--- src/rtl/shift_pkg.sv ---
// Shared shifter types: the shift-type encoding used by polyshift_r callers
// and the state encoding of the polyshift_seq pass sequencer.
package shift_pkg;

  typedef enum logic [1:0] {
    LOGIC            = 2'd0,
    ARITHMETIC       = 2'd1,
    DOUBLE_PRECISION = 2'd2,
    CYCLIC           = 2'd3
  } shift_type_e;

  typedef enum logic [1:0] {
    IDLE  = 2'd0,
    SHIFT = 2'd1,
    DONE  = 2'd2
  } seq_state_e;

endpackage

--- src/rtl/polyshift_r.sv ---
// Combinational right barrel shifter, shift amount 0..WORD_WIDTH-1.
// The word is extended on the left with the type's fill bits and then shifted.
module polyshift_r
  import shift_pkg::*;
#(
  parameter int WORD_WIDTH = 8
) (
  input  logic [WORD_WIDTH-2:0]         c_i,
  input  logic [WORD_WIDTH-1:0]         d_i,
  input  logic [$clog2(WORD_WIDTH)-1:0] shift_size_i,
  input  shift_type_e                   shift_type_i,
  output logic [WORD_WIDTH-1:0]         d_o
);

  logic [2*WORD_WIDTH-2:0] ext;

  always_comb begin
    // NOTE: every variable written here gets a default first so no latch is inferred.
    ext = {{(WORD_WIDTH-1){1'b0}}, d_i};
    unique case (shift_type_i)
      LOGIC:            ext = {{(WORD_WIDTH-1){1'b0}}, d_i};
      ARITHMETIC:       ext = {{(WORD_WIDTH-1){d_i[WORD_WIDTH-1]}}, d_i};
      DOUBLE_PRECISION: ext = {c_i, d_i};
      CYCLIC:           ext = {d_i[WORD_WIDTH-2:0], d_i};
    endcase
    d_o = WORD_WIDTH'(ext >> shift_size_i);
  end

endmodule

--- src/rtl/polyshift_seq.sv ---
// Multi-pass right shifter: splits large shift amounts into passes of at most
// WORD_WIDTH-1 bits through one polyshift_r. POLYSHIFT_SEQ_FAST_EN shortcuts
// amounts whose result is known at accept time.
module polyshift_seq
  import shift_pkg::*;
#(
  parameter int WORD_WIDTH  = 8,
  parameter int SHAMT_WIDTH = 8
) (
  input  logic                   clk_i,
  input  logic                   rst_ni,
  input  logic                   in_valid_i,
  output logic                   in_ready_o,
  input  logic [WORD_WIDTH-2:0]  c_i,
  input  logic [WORD_WIDTH-1:0]  d_i,
  input  logic [SHAMT_WIDTH-1:0] shamt_i,
  input  logic [1:0]             shift_type_i,
  output logic                   out_valid_o,
  input  logic                   out_ready_i,
  output logic [WORD_WIDTH-1:0]  d_o,
  output logic                   busy_o
);

  localparam int                     SW       = $clog2(WORD_WIDTH);
  localparam logic [SHAMT_WIDTH-1:0] MAX_STEP = SHAMT_WIDTH'(WORD_WIDTH - 1);

  seq_state_e              state_q, state_d;
  logic [WORD_WIDTH-1:0]   d_q, d_d, sh_out;
  logic [WORD_WIDTH-2:0]   c_q, c_d;
  logic [SHAMT_WIDTH-1:0]  rem_q, rem_d, step;
  shift_type_e             type_q, type_d, type_in;

  assign type_in = shift_type_e'(shift_type_i);
  assign step    = (rem_q > MAX_STEP) ? MAX_STEP : rem_q;

  polyshift_r #(.WORD_WIDTH(WORD_WIDTH)) u_shifter (
    .c_i          (c_q),
    .d_i          (d_q),
    .shift_size_i (step[SW-1:0]),
    .shift_type_i (type_q),
    .d_o          (sh_out)
  );

  always_comb begin
    state_d     = state_q;
    d_d         = d_q;
    c_d         = c_q;
    rem_d       = rem_q;
    type_d      = type_q;
    in_ready_o  = 1'b0;
    out_valid_o = 1'b0;
    unique case (state_q)
      IDLE: begin
        in_ready_o = 1'b1;
        if (in_valid_i) begin
          d_d     = d_i;
          c_d     = c_i;
          type_d  = type_in;
          rem_d   = shamt_i;
          state_d = (shamt_i != '0) ? SHIFT : DONE;
`ifdef POLYSHIFT_SEQ_FAST_EN
          if (type_in == CYCLIC) begin
            rem_d   = SHAMT_WIDTH'(int'(shamt_i) % WORD_WIDTH);
            state_d = (rem_d != '0) ? SHIFT : DONE;
          end else if (type_in != DOUBLE_PRECISION && int'(shamt_i) >= WORD_WIDTH) begin
            d_d     = (type_in == ARITHMETIC && d_i[WORD_WIDTH-1]) ? '1 : '0;
            rem_d   = '0;
            state_d = DONE;
          end else if (type_in == DOUBLE_PRECISION && int'(shamt_i) >= 2*WORD_WIDTH-1) begin
            d_d     = '0;
            c_d     = '0;
            rem_d   = '0;
            state_d = DONE;
          end
`endif
        end
      end
      SHIFT: begin
        d_d   = sh_out;
        rem_d = rem_q - step;
        // Draining c alongside d keeps each pass equal to a slice of {c,d}.
        if (type_q == DOUBLE_PRECISION) c_d = c_q >> step;
        if (rem_q <= MAX_STEP) state_d = DONE;
      end
      DONE: begin
        out_valid_o = 1'b1;
        if (out_ready_i) state_d = IDLE;
      end
      default: state_d = IDLE;
    endcase
  end

  // NOTE: sequential state uses non-blocking assignments; every register,
  // datapath included, is cleared by the async reset so d_o is defined.
  always_ff @(posedge clk_i or negedge rst_ni) begin
    if (!rst_ni) begin
      state_q <= IDLE;
      d_q     <= '0;
      c_q     <= '0;
      rem_q   <= '0;
      type_q  <= LOGIC;
    end else begin
      state_q <= state_d;
      d_q     <= d_d;
      c_q     <= c_d;
      rem_q   <= rem_d;
      type_q  <= type_d;
    end
  end

  assign d_o    = d_q;
  assign busy_o = (state_q != IDLE);

endmodule
--- config.mk ---
export PLATFORM = sky130hd
export DESIGN_NAME = polyshift_seq
export DESIGN_NICKNAME = d
export VERILOG_FILES = /design/src/rtl/shift_pkg.sv /design/src/rtl/polyshift_r.sv /design/src/rtl/polyshift_seq.sv
export SDC_FILE = /design/constraint.sdc
export NUM_CORES = 1
export LEC_CHECK = 0
export BUFFER_PORTS_ARGS = -buffer_cell sky130_fd_sc_hd__buf_2
export CORE_UTILIZATION = 50
export CTS_CLUSTER_SIZE = 25
export DETAILED_ROUTE_END_ITERATION = 10
export PLACE_DENSITY = 0.79
export SLEW_MARGIN = 0
export SYNTH_ARGS = -nofsm -noshare
export SYNTH_HDL_FRONTEND = slang
export SYNTH_SLANG_ARGS = --single-unit
--- constraint.sdc ---
create_clock -name clk_i -period 2.3 [get_ports clk_i]
set_clock_uncertainty 0.1 [all_clocks]
set_input_delay 0.345 -clock clk_i [delete_from_list [all_inputs] [get_ports clk_i]]
set_output_delay 0.345 -clock clk_i [all_outputs]
set_load 0.1 [all_outputs]
# Word level (Yosys, flattened, before mapping)
# Cells that the tools add are included.
word_totals:
  inputBits: 29
  ff_bits: 27
  out_inout_bits: 11
op_classes:
  reduce_logical: 9
  order_cmp: 2
  n_addsub: 1
  muxes: 16
  n_shift: 2
  eq_ne: 9
ops:
  columns: ["operator", "n"]
  rows:
  - ["$pmux 15 s4", 1]
  - ["$pmux 8 s2", 2]
  - ["$mux 8", 3]
  - ["$shr 15x3->8", 1]
  - ["$mux 7", 2]
  - ["$pmux 7 s2", 1]
  - ["$gt 8x3->1 const B", 1]
  - ["$le 8x3->1 const B", 1]
  - ["$mux 2", 4]
  - ["$ne 2x2->1 const B", 4]
  - ["$reduce_bool 8->1", 1]
  - ["$shr 7x8->7", 1]
  - ["$sub 8x8->8", 1]
  - ["$eq 2x2->1 const B", 3]
  - ["$pmux 2 s3", 1]
  - ["$reduce_and 3->1", 2]
  - ["$eq 2x1->1 const B", 2]
  - ["$logic_not 2->1", 2]
  - ["$reduce_and 2->1", 2]
  - ["$reduce_bool 2->1", 2]
  - ["$mux 1", 2]

# Longest topological paths before layout
# Gate-level depths: netlist of the first run.
logic_depth:
  depth_word: 5
  depth_mapped: 9
  depth_no_buf: 8

# By module
# A second synthesis of the first run with hierarchy kept.
hier_totals:
  hier_cells: 290
  hier_area_um2: 2343.5
modules_own_cells:
  columns: ["mod", "cells_each", "n_inst", "area_per_inst_um2"]
  rows:
  - ["polyshift_seq", 206, 1, 1685.4]
  - ["polyshift_r", 84, 1, 658.1]

# Least setup slack after synthesis of the first run
# No wires, ideal clock.
synth_path:
  path_type: "reg2out"
  startpoint: "register state_q[0]"
  endpoint: "output port in_ready_o"
  t_required_ns: 1.855
  setup_slack_ns: -0.463
  arrival_ns: 2.318
  stages_incl_launch_ff: 6
  cell_sequence: "dfrtp_1 > buf_2 > inv_1 > clkbuf_1 > nand2_1 > inv_1"
synth_between:
  elab_chain_len: 2
synth_lines:
  columns: ["item", "line", "source"]
  rows:
  - ["start, declared", "polyshift_seq.sv:27", "seq_state_e state_q, state_d;"]
  - ["start signal, assigned", "polyshift_seq.sv:103", "state_q <= state_d;"]
  - ["$logic_not 2->1", "polyshift_seq.sv:52", "unique case (state_q)"]
  - ["$mux 1", "polyshift_seq.sv:52", null]
  - ["end, declared", "polyshift_seq.sv:13", "output logic in_ready_o,"]
# No other way between the ends.

# Worst setup path in the final report of the first run
layout_path:
  startpoint: "register state_q[0]"
  endpoint: "output port busy_o"
layout_between:
  elab_chain_len: 1
layout_lines:
  columns: ["item", "line", "source"]
  rows:
  - ["$reduce_bool 2->1", "polyshift_seq.sv:112", "assign busy_o = (state_q != IDLE);"]
  - ["end, declared", "polyshift_seq.sv:21", "output logic busy_o"]
# No other way between the ends.

==> metrics.md, run 1 <==
| Metric | Value |
|---|---|
| Run status | `complete, but fails checks` |
| Violations in the final reports | `hold timing` |
| Post-Syn Area per Cell | `8.219 sq um` |
| Final clock period utilization by the worst path | `95.39%` |
| Critical path's top delay family | `buffers and inverters` |
| Number of detailed-routing iterations run before antenna repair | `5` |
| Drc violations | `0` |
| Seq/Total Area, Yosys | `27.04%` |
| Maximum number of pins on one net before global-route repair | `28` |
| Area growth syn-to-layout | `16.42%` |
| DR WL/cell | `19.45 um` |
| Via count normalized by instance count | `6.680` |
| Slowest-stage cell, CP | `dfrtp_1` |
| Setup crit end kind | `output port` |
| Total vias in the final route | `2779` |
| Post-CTS Hold Buffers | `0` |
| Worst R2R Setup Slack | `0.12 ns` |
| Overall die area | `0.005284 sq mm` |
| Reg-to-reg critical path startpoint | `rem_q[4]` |
| Via count of the first global-routing pass | `2625` |
| Primary flip-flop cell chosen by synthesis mapping | `dfrtp_1` |
| Maxcap violations | `0` |
| Setup repair after global routing missed its margin | `no` |
| Antenna fix cells | `0` |
| Post-DRT Antenna Nets | `0` |
| Number of pins with negative max-slew slack in the final report | `0` |
| Aggregate negative setup slack | `0 ns` |
| Root buffer cell | `clkbuf_8` |
| Hold slack final | `-0.02704 ns` |
| EDFF count, synth | `0` |
| Clk sinks | `27` |
| Worst-path clk slew | `0.11 ns` |
| Dpl cell area | `0.002859 sq mm` |
| Required arrival time at the worst endpoint | `1.86 ns` |
| Count of cell types in the netlist | `59` |
| Critical Path Max Stage Delay | `0.51 ns` |
| TritonCTS clock tree | `yes` |
| R2r worst-path depth | `7` |
| Capture instance of the worst register-to-register path | `rem_q[6]` |
| Standard-cell rows | `25` |
| Number of endpoints with negative hold slack in the final report | `27` |
| Data arrival, critical path | `1.75 ns` |
| Global-route wire length before repair | `13190 um` |
| Worst Max-Slew Pin Slew | `0.8102 ns` |
| Overflow left after global routing | `0` |
| Routability Congestion | `1.034` |
| Maximum clock path buffer count | `2` |
| Final min period | `2.194 ns` |
| Routed WL | `8090 um` |
| Final design area excluding fillers | `0.002909 sq mm` |
| Inserted Clock Buffers | `3` |
| Yosys reg bits | `27` |
| Number of inserted filler cells in the final layout | `439` |
| Worst slew slack as a fraction of its limit | `45.62%` |
| Syn_nets | `334` |
| Floorplan die height | `72.69 um` |
| Violation count after the first detailed-route iteration | `319` |
| Fraction of registers with async set/reset | `100.0%` |
| Count of endpoints failing setup in the final report | `0` |
| Maximum net fanout on the critical path | `12` |
| Share of final-layout standard cells stronger than drive strength 1 | `29.80%` |
| Insertion delay of the later-clocked pin in the worst-skew pair | `0.29 ns` |
| Warnings from Yosys | `0` |
| Kind of critical path | `register to output port` |
| Number of levels in the clock H-tree | `1` |
| Fmax achieved | `455.8 MHz` |
| I/O pin count | `40` |
| Initial antenna violation count | `0` |
| GRT Total Usage | `32.81%` |
| Core Box Area | `0.004755 sq mm` |
| Kind of launch point of the worst setup path | `register` |
| Synthesized cell area | `0.002499 sq mm` |
| Net count of the finished layout | `380` |
| Worst-path cell chain | `clkinvlp_4 > nand2_2 > buf_2` |
| Starting utilization of the core area | `52.55%` |
| Number of buffers inserted by port buffering | `39` |
| Buffering stage count on the worst path with inverters included | `2` |
| Detailed placer's ending HPWL | `5979 um` |
| Hold/Removal Path Class | `input pin to async pin` |
| X dimension of the die | `72.69 um` |
| Gate count of the mapped netlist | `304` |
==> synthesized netlist by cell type, drive strengths merged (2+ instances only) <==
cell	count	area [sq um]
nand2	18	72.57
or2	2	12.51
nor2	22	97.59
mux2i	8	80.08
a31oi	8	50.05
nor4	3	33.78
o21ai	32	160.2
o21a	3	22.52
dfrtp	27	675.7
nand2b	3	18.77
a22oi	3	22.52
inv	10	37.54
mux4	5	112.6
or3	4	30.03
nand4	4	25.02
nand3	20	100.1
nor2b	2	12.51
a221oi	3	32.53
nor3	12	92.59
mux2	10	116.4
a41oi	2	17.52
o22a	2	17.52
o211ai	9	72.57
o22ai	4	25.02
o211a	2	20.02
and3	2	12.51
a2bb2oi	2	17.52
a21oi	29	145.1
buf	17	111.4
o32a	2	20.02
a211oi	8	60.06
clkbuf	11	41.29
nand3b	3	22.52
==> cell usage in the layout, fill, tap and decap left out, types with 3 or more instances in the layout <==
cell type  instances
nand3_1           20
or3_1              3
o21ai_0           20
mux2i_1            8
nand4_1            4
buf_4             30
a211oi_1           8
buf_2             39
inv_1              8
a21oi_1           29
nand3b_1           3
nand2_2            3
nand2_1           15
o22ai_1            4
o21a_1             3
nand2b_1           3
o21ai_1           12
mux4_2             5
a22oi_1            3
clkbuf_8           3
a31oi_1            8
nor3_1             8
o211ai_1           8
dfrtp_1           27
nor2_1            19
mux2_2             7
==> sequential cells by signal (all words and copies together) (netlist names) <==
signal   flops
state_q      2
d_o          8
c_q          7
rem_q        8
type_q       2
==> repair_timing <==
item | in CTS | in global routing
setup buffers | 0 | 0
setup endpoints to repair | 0 | 1
gates resized for setup | 0 | 1
==> area by class of cell <==
cell class,count,area [sq um],share of cell area [%]
Sequential cell,27,675.6,23.23
Clock inverter,1,5.005,0.1720
Multi-Input combinational cell,239,1638,56.30
Inverter,10,45.04,1.548
Tap cell,67,83.83,2.882
Clock buffer,3,41.29,1.419
Timing Repair Buffer,69,420.4,14.45
==> metrics by stage <==
stage / util [%] / cells / hold WS, ns / setup WS, ns
floorplan: - / 304 / -0.05059 / 0.04754
global placement: 60.13 / 412 / 0.3050 / 0.2203
detailed placement: 60.13 / 412 / 0.3119 / 0.1867
CTS: 61.11 / 416 / 0.001294 / 0.1054
global route: 61.18 / 416 / 0.03443 / 0.01965
finish: 61.18 / 416 / -0.02704 / 0.1061
==> how the worst max path moves through the flow <==
stage / startpoint / end / slack, ns / cells past startpoint
2_1_floorplan: d_o[2] / d_o[7] / 0.05 / 4
3_3_place_gp: rem_q[4] / d_o[0] / 0.22 / 6
3_5_place_dp: rem_q[4] / rem_q[6] / 0.19 / 7
4_1_cts: state_q[0] / in_ready_o / 0.11 / 4
5_1_grt: rem_q[4] / d_o[0] / 0.02 / 6
6_report: state_q[0] / busy_o / 0.11 / 3
==> cells by family (layout without fill, tap and decap cells) <==
group	after synthesis	in the layout	share of synthesized area (%)
compound gates	118	118	30.55
simple gates	96	96	21.58
buf+inv	38	83	7.611
flops	27	27	27.04
mux	23	23	12.37
fa+ha+maj	1	1	0.5007
xor+xnor	1	1	0.3506
==> layer usage <==
metal	global-route usage, %	up-vias	part of all wire (%)	wire [um]
met2	51.40	197	45	3653
met5	0	-	0	0
met1	44.38	1289	40	3253
met3	4.834	38	11	874
met4	16.12	0	3.8	309
li1	-	1255	-	-
Power of run 1 is not shown: default switching activity piles up to over one toggle a cycle in this logic, so the estimate is an artifact.
==> run 2: changes to the inputs <==
==> constraint.sdc (replaced) <==
create_clock -name clk_i -period 2.3 [get_ports clk_i]
set_clock_uncertainty 0.1 [all_clocks]
set_input_delay 0.115 -clock clk_i [delete_from_list [all_inputs] [get_ports clk_i]]
set_output_delay 0.115 -clock clk_i [all_outputs]
set_load 0.1 [all_outputs]
==> run 2 against run 1 <==
The run now ends clean. Flip-flop and latch count stayed put. First-iteration DRC count is 16% higher. Non-clock buffer count is 7 higher. Cell area is 2.4% higher. Core utilization is 1.4 points higher. Cell count is 1.7% higher. Worst hold slack better by 0.043 ns. Setup slack better by 0.021 ns. Via count is 3.1% higher. Sequential share of layout area is 0.49 points lower.
==> metrics.md, run 2 (synthesized netlist as in run 1, its figures left out) <==
| Metric | Value |
|---|---|
| Run status | `completed` |
| Worst Max-Slew Pin Slew | `0.8342 ns` |
| Insertion delay of the later-clocked pin in the worst-skew pair | `0.29 ns` |
| Power share of the sequential group | `22.0%` |
| Violation count after the first detailed-route iteration | `369` |
| Reg-to-reg critical path startpoint | `rem_q[4]` |
| Layout Cells excl Fill | `423` |
| Overflow left after global routing | `0` |
| Critical Path Max Stage Delay | `0.47 ns` |
| DP Worst Slack | `0.1628 ns` |
| Drc violations | `0` |
| Maximum clock path buffer count | `2` |
| CP Launch Point | `rem_q[4]` |
| Setup repair after global routing missed its margin | `no` |
| Global-route wire length before repair | `13260 um` |
| Total vias in the final route | `2865` |
| Leading cell type in the layout, fill and taps excluded | `buf_2` |
| Kind of critical path | `register to register` |
| Area growth syn-to-layout | `19.18%` |
| Via count of the first global-routing pass | `2666` |
| Final clock period utilization by the worst path | `94.47%` |
| Leading cell types in the layout, fill and taps excluded | `buf_2 (39), buf_4 (30), a21oi_1 (29), dfrtp_1 (26)` |
| Overall die area | `0.005284 sq mm` |
| Clock group share of total power | `5.6%` |
| Slowest-stage cell, CP | `dfrtp_2` |
| Share of power burned in combinational logic | `72.4%` |
| Final min period | `2.173 ns` |
| Post-route total power | `5.362 mW` |
| GRT Total Usage | `33.23%` |
| Fmax achieved | `460.2 MHz` |
| Clk sinks | `27` |
| Worst slew slack as a fraction of its limit | `44.01%` |
| Data arrival, critical path | `2.29 ns` |
| Number of pins with negative max-slew slack in the final report | `0` |
| Net count of the finished layout | `387` |
| Core Box Area | `0.004755 sq mm` |
| Routability Congestion | `0.9772` |
| Standard-cell rows | `25` |
| Net Switching | `3.103 mW` |
| Starting utilization of the core area | `52.55%` |
| Maxcap violations | `0` |
| Number of detailed-routing iterations run before antenna repair | `5` |
| Via count normalized by instance count | `6.773` |
| Routed WL | `8368 um` |
| Number of endpoints with negative hold slack in the final report | `0` |
| Number of levels in the clock H-tree | `1` |
| DR WL/cell | `19.78 um` |
| Post-route worst setup slack | `0.1271 ns` |
| Root buffer cell | `clkbuf_8` |
| Aggregate negative setup slack | `0 ns` |
| Maximum number of pins on one net before global-route repair | `28` |
| Worst-path clk slew | `0.11 ns` |
| P_int | `2.259 mW` |
| Share of final-layout standard cells stronger than drive strength 1 | `28.93%` |
| Switching power as a share of total power | `57.86%` |
| IR drop worst, VDD | `906.2 uV` |
| Count of placed standard cells including taps | `412` |
| Setup fix buffers added after clock tree synthesis | `0` |
| Inserted Clock Buffers | `3` |
| Kind of launch point of the worst setup path | `register` |
| Number of buffers inserted by port buffering | `39` |
| Antenna fix cells | `0` |
| Origin of the worst min-delay path | `c_i[0]` |
| Detailed placer's ending HPWL | `6111 um` |
| Hold/Removal Path Class | `input pin to register` |
| Worst-path cell chain | `or3_4 > buf_4 > nor2_4 > nand2_1 > a311o_1 > a31oi_1` |
| Setup crit end kind | `register` |
| Post-DRT Antenna Nets | `0` |
| Initial antenna violation count | `0` |
| Floorplan die height | `72.69 um` |
| TritonCTS clock tree | `yes` |
| I/O pin count | `40` |
| LEAKAGE | `1.223 nW` |
| Required arrival time at the worst endpoint | `2.42 ns` |
| Count of endpoints failing setup in the final report | `0` |
| Maximum net fanout on the critical path | `17` |
| X dimension of the die | `72.69 um` |
| Total power density per cell area | `1801 mW/mm^2` |
[run 2: metrics by stage]
| step | area [sq um] | hold slack, ns | utilization (%) |
|---|---|---|---|
| after detailed placement | 2856 | 0.08082 | 60.08 |
| after CTS | 2972 | 0.02037 | 62.50 |
| after floorplan | 2505 | -0.2806 | - |
| after global placement | 2856 | 0.08081 | 60.08 |
| after global routing | 2978 | 0.04132 | 62.63 |
| final | 2978 | 0.01564 | 62.63 |
[run 2: metal layers]
| metal | vias up | track usage (%) | share of wire [%] |
|---|---|---|---|
| met4 | 0 | 16.56 | 4.8 |
| met1 | 1317 | 41.96 | 39 |
| li1 | 1270 | - | - |
| met2 | 228 | 53.48 | 45 |
| met5 | - | 0 | 0 |
| met3 | 50 | 7.597 | 11 |
[run 2: worst paths after layout]
| check | end | slack [ns] | cells after the start |
|---|---|---|---|
| max | d_o[0] | 0.13 | 6 |
| min | c_q[0] | 0.02 | 3 |
| max reg2reg | d_o[0] | 0.13 | 6 |
| min reg2reg | rem_q[5] | 0.54 | 2 |
| max in group asynchronous | rem_q[4] | 1.36 | 2 |
| min in group asynchronous | d_o[6] | 0.28 | 2 |
[run 2: worst max-delay path, delay by kind of cell, from the launching register on]
family,cells,cell delay [ns]
AO/OA/AOI/OAI,2,0.47
AND/OR/NAND/NOR,3,0.83
buffers and inverters,1,0.23
flip-flops,1,0.47
[run 2: what timing repair did]
item / 4_1_cts / 5_1_grt
hold buffers: 7 / 0
endpoints found under the hold margin: 33 / 0
setup endpoints to repair: 0 / 1
gates resized for setup: 0 / 3
[run 2: area by class of cell]
type	count	area, sq um
clock buffers	4	45.04
repair buffers	76	490.5
fillers	435	1777
inverters	10	41.29
multi-input cells	239	1640
well taps	67	83.83
flip-flops and latches	27	676.9
[run 2: power groups by stage]
stage	logic, mW	registers, mW	clock network, mW
final	3.88	1.18	0.300
after global routing	4.12	1.21	0.317
after CTS	3.79	1.15	0.297
after detailed placement	3.76	1.16	0
after global placement	3.71	1.15	0
after floorplan	2.47	1.46	0
Power figures use the tool's default switching activity.
==> run 3: changes to the inputs <==
--- a/config.mk
+++ b/config.mk
@@ -5,11 +5,13 @@
 export SDC_FILE = /design/constraint.sdc
 export NUM_CORES = 1
 export LEC_CHECK = 0
-export BUFFER_PORTS_ARGS = -buffer_cell sky130_fd_sc_hd__buf_2
+export ABC_AREA = 1
+export BUFFER_PORTS_ARGS = -buffer_cell sky130_fd_sc_hd__buf_4
 export CORE_UTILIZATION = 50
 export CTS_CLUSTER_SIZE = 25
 export DETAILED_ROUTE_END_ITERATION = 10
 export PLACE_DENSITY = 0.79
+export REMOVE_ABC_BUFFERS = 1
 export SLEW_MARGIN = 0
 export SYNTH_ARGS = -nofsm -noshare
 export SYNTH_HDL_FRONTEND = slang
==> run 3 against run 2 <==
Worst hold slack got worse by 0.0031 ns. Register-to-register slack improved by 0.14 ns. Clock power fell by 2%. First-iteration DRC count fell by 24%. Critical path type unchanged. Maximum frequency rose by 6.9%. Critical path depth rose by 2. Highest routed layer unchanged. Global-route usage fell by 5.0 points. Setup slack improved by 0.14 ns. Synthesized cell count rose by 17%. Die area fell by 8.0%.
==> metrics.md, run 3 <==
| Metric | Value |
|---|---|
| Number of detailed-routing iterations run before antenna repair | `6` |
| Worst slew slack as a fraction of its limit | `68.22%` |
| Setup fix buffers added after clock tree synthesis | `0` |
| Post-DRT Antenna Nets | `0` |
| Xor-xnor portion of the synthesized cell area | `0.3821%` |
| Overall die area | `0.004859 sq mm` |
| Maxcap violations | `0` |
| Drc violations | `0` |
| EDFF count, synth | `0` |
| Initial antenna violation count | `0` |
| Kind of launch point of the worst setup path | `register` |
| I/O pin count | `40` |
| Primary flip-flop cell chosen by synthesis mapping | `dfrtp_1` |
| Main area contributors after synthesis | `dfrtp_1 (29%), nand2_1 (18%), nand3_1 (15%)` |
| Post-Syn Area per Cell | `6.439 sq um` |
| R2r worst-path depth | `8` |
| Multi-input gate area | `0.001410 sq mm` |
| Number of endpoints with negative hold slack in the final report | `0` |
| Dominant cell type by area after synthesis | `dfrtp_1` |
| Number of levels in the clock H-tree | `1` |
| Count of placed standard cells including taps | `437` |
| Hold/Removal Path Class | `input pin to register` |
| Total vias in the final route | `2610` |
| LEAKAGE | `1.388 nW` |
| Setup repair after global routing missed its margin | `no` |
| IR drop worst, VDD | `1173 uV` |
| Final clock period utilization by the worst path | `88.38%` |
| CP Launch Point | `state_q[0]` |
| Fraction of registers with async set/reset | `100.0%` |
| DR WL/cell | `14.50 um` |
| Yosys reg bits | `27` |
| Worst hold path depth | `4` |
| Setup crit end kind | `register` |
| Simple-gate share of the synthesized area | `49.51%` |
| Leading cell types in the layout, fill and taps excluded | `nand2_1 (111), nand3_1 (67), buf_4 (42), nor2_1 (32), dfrtp_1 (27)` |
| Area growth syn-to-layout | `17.85%` |
| Most used standard cells in the synthesized netlist | `nand2_1 (111), nand3_1 (67), nor2_1 (32)` |
| Synthesized cell area | `0.002292 sq mm` |
| Number of pins with negative max-slew slack in the final report | `0` |
| Maximum clock path buffer count | `2` |
| Number of inserted filler cells in the final layout | `425` |
| Routed WL | `6495 um` |
| Maximum net fanout on the critical path | `15` |
| Clk sinks | `27` |
| Starting utilization of the core area | `52.28%` |
| Worst-path clk slew | `0.11 ns` |
| Routability Congestion | `0.9097` |
| Inserted Clock Buffers | `3` |
| Detailed placer's ending HPWL | `4672 um` |
| Final design area excluding fillers | `0.002701 sq mm` |
| Via count of the first global-routing pass | `2501` |
| Destination of the worst hold path | `rem_q[5]` |
| Combinational family with the most area after synthesis | `simple AND/OR/NAND/NOR gates` |
| Layout Cells excl Fill | `448` |
| Insertion delay of the later-clocked pin in the worst-skew pair | `0.29 ns` |
| Gate count of the mapped netlist | `356` |
| GRT Total Usage | `28.20%` |
| Global-route wire length before repair | `11230 um` |
| Core Box Area | `0.004384 sq mm` |
| Worst Max-Slew Pin Slew | `0.4756 ns` |
| Reg-to-reg critical path startpoint | `state_q[0]` |
| Maximum number of pins on one net before global-route repair | `28` |
| Register Area | `675.6 sq um` |
| Origin of the worst min-delay path | `shamt_i[5]` |
| Leading cell type by number of instances after synthesis | `nand2_1` |
| TritonCTS clock tree | `yes` |
| Capture instance of the worst register-to-register path | `rem_q[0]` |
| Via count normalized by instance count | `5.826` |
| Kind of critical path | `register to register` |
| Count of endpoints failing setup in the final report | `0` |
| Area fraction of the dominant cell type after synthesis | `29.48%` |
| Floorplan die height | `69.71 um` |
| Antenna fix cells | `0` |
| Compound-gate portion of the synthesized area | `11.08%` |
| Total power density per cell area | `1672 mW/mm^2` |
| Dpl cell area | `0.002585 sq mm` |
| Seq/Total Area, Yosys | `29.48%` |
| Adder-cell share of the synthesized area | `0.5459%` |
| Count of cell types in the netlist | `35` |
| Number of buffers inserted by port buffering | `39` |
| Fmax achieved | `491.9 MHz` |
| Warnings from Yosys | `0` |
| Net count of the finished layout | `427` |
| Final min period | `2.033 ns` |
| Violation count after the first detailed-route iteration | `281` |
| Overflow left after global routing | `0` |
| Root buffer cell | `clkbuf_8` |
| X dimension of the die | `69.71 um` |
| Required arrival time at the worst endpoint | `2.37 ns` |
| Leading cell type in the layout, fill and taps excluded | `nand2_1` |
| Worst R2R Setup Slack | `0.27 ns` |
| Share of final-layout standard cells stronger than drive strength 1 | `19.19%` |
| Standard-cell rows | `24` |
| Run status | `completed` |
| Data arrival, critical path | `2.11 ns` |
| Share of cell area taken by muxes after synthesis | `0%` |
run 3: cell count changes after synthesis, moves of 8 or more:
cell	before	now
clkbuf_1	11	0
nor2_1	20	32
nand3_1	20	67
nor3_1	8	0
nand2_1	16	111
a21oi_1	29	18
a211oi_1	8	0
inv_1	10	26
o21ai_1	12	0
mux2i_1	8	0
run 3: repair_timing:
item                      CTS  global route
hold endpoints to repair   33             0
hold buffers                7             0
gates resized for setup     0             0
run 3: routing by layer:
metal,track usage (%),vias to the layer above,wire length [um]
met5,0,-,0
li1,-,1260,-
met4,9.778,0,97
met2,46.93,98,3065
met1,38.56,1235,2983
met3,2.180,17,349
run 3: worst max path at each step:
stage,endpoint,slack (ns),depth (start not counted)
after floorplan,state_q[0],-0.52,4
after global placement,rem_q[0],0.31,8
after detailed placement,rem_q[0],0.27,8
after CTS,rem_q[0],0.25,8
after global routing,rem_q[0],0.10,8
final,rem_q[0],0.27,8
run 3: stage by stage:
stage | power (mW) | hold slack [ns] | worst slack, ns | utilization [%] | TNS, ns
final | 4.516 | 0.01251 | 0.2673 | 61.62 | 0
after global routing | 4.903 | 0.04068 | 0.1015 | 61.62 | 0
after global placement | 4.121 | -0.04278 | 0.3098 | 58.96 | 0
after CTS | 4.494 | 0.02158 | 0.2506 | 61.62 | 0
after floorplan | 3.420 | -0.2806 | -0.5213 | - | -1.811
after detailed placement | 4.181 | -0.03900 | 0.2691 | 58.96 | 0
run 3: final cells by class:
type,count,area share [%]
Clock inverter,1,0.1853
Tap cell,52,2.409
Multi-Input combinational cell,285,52.20
Inverter,31,4.400
Clock buffer,3,1.528
Sequential cell,27,25.01
Timing Repair Buffer,49,14.27
run 3: critical path: stages (launching register included):
cell	delay [ns]
dfrtp_1	0.51
inv_2	0.19
nor2_4	0.05
inv_2	0.27
nand2_2	0.27
inv_2	0.30
a21oi_1	0.07
o21ai_0	0.07
o21ai_0	0.09
run 3: kinds of logic (layout without fill, tap and decap cells):
logic type	count (synthesis)	in the layout
simple gates	239	239
buf+inv	44	84
flops	27	27
compound gates	44	44
xor+xnor	1	1
fa+ha+maj	1	1
run 3: report_power, final:
part | total (mW) | internal, mW | leakage, nW | switching [mW]
clock network | 0.295 | 0.122 | 0.0255 | 0.173
registers | 1.10 | 0.726 | 0.314 | 0.370
logic | 3.13 | 0.916 | 1.05 | 2.21
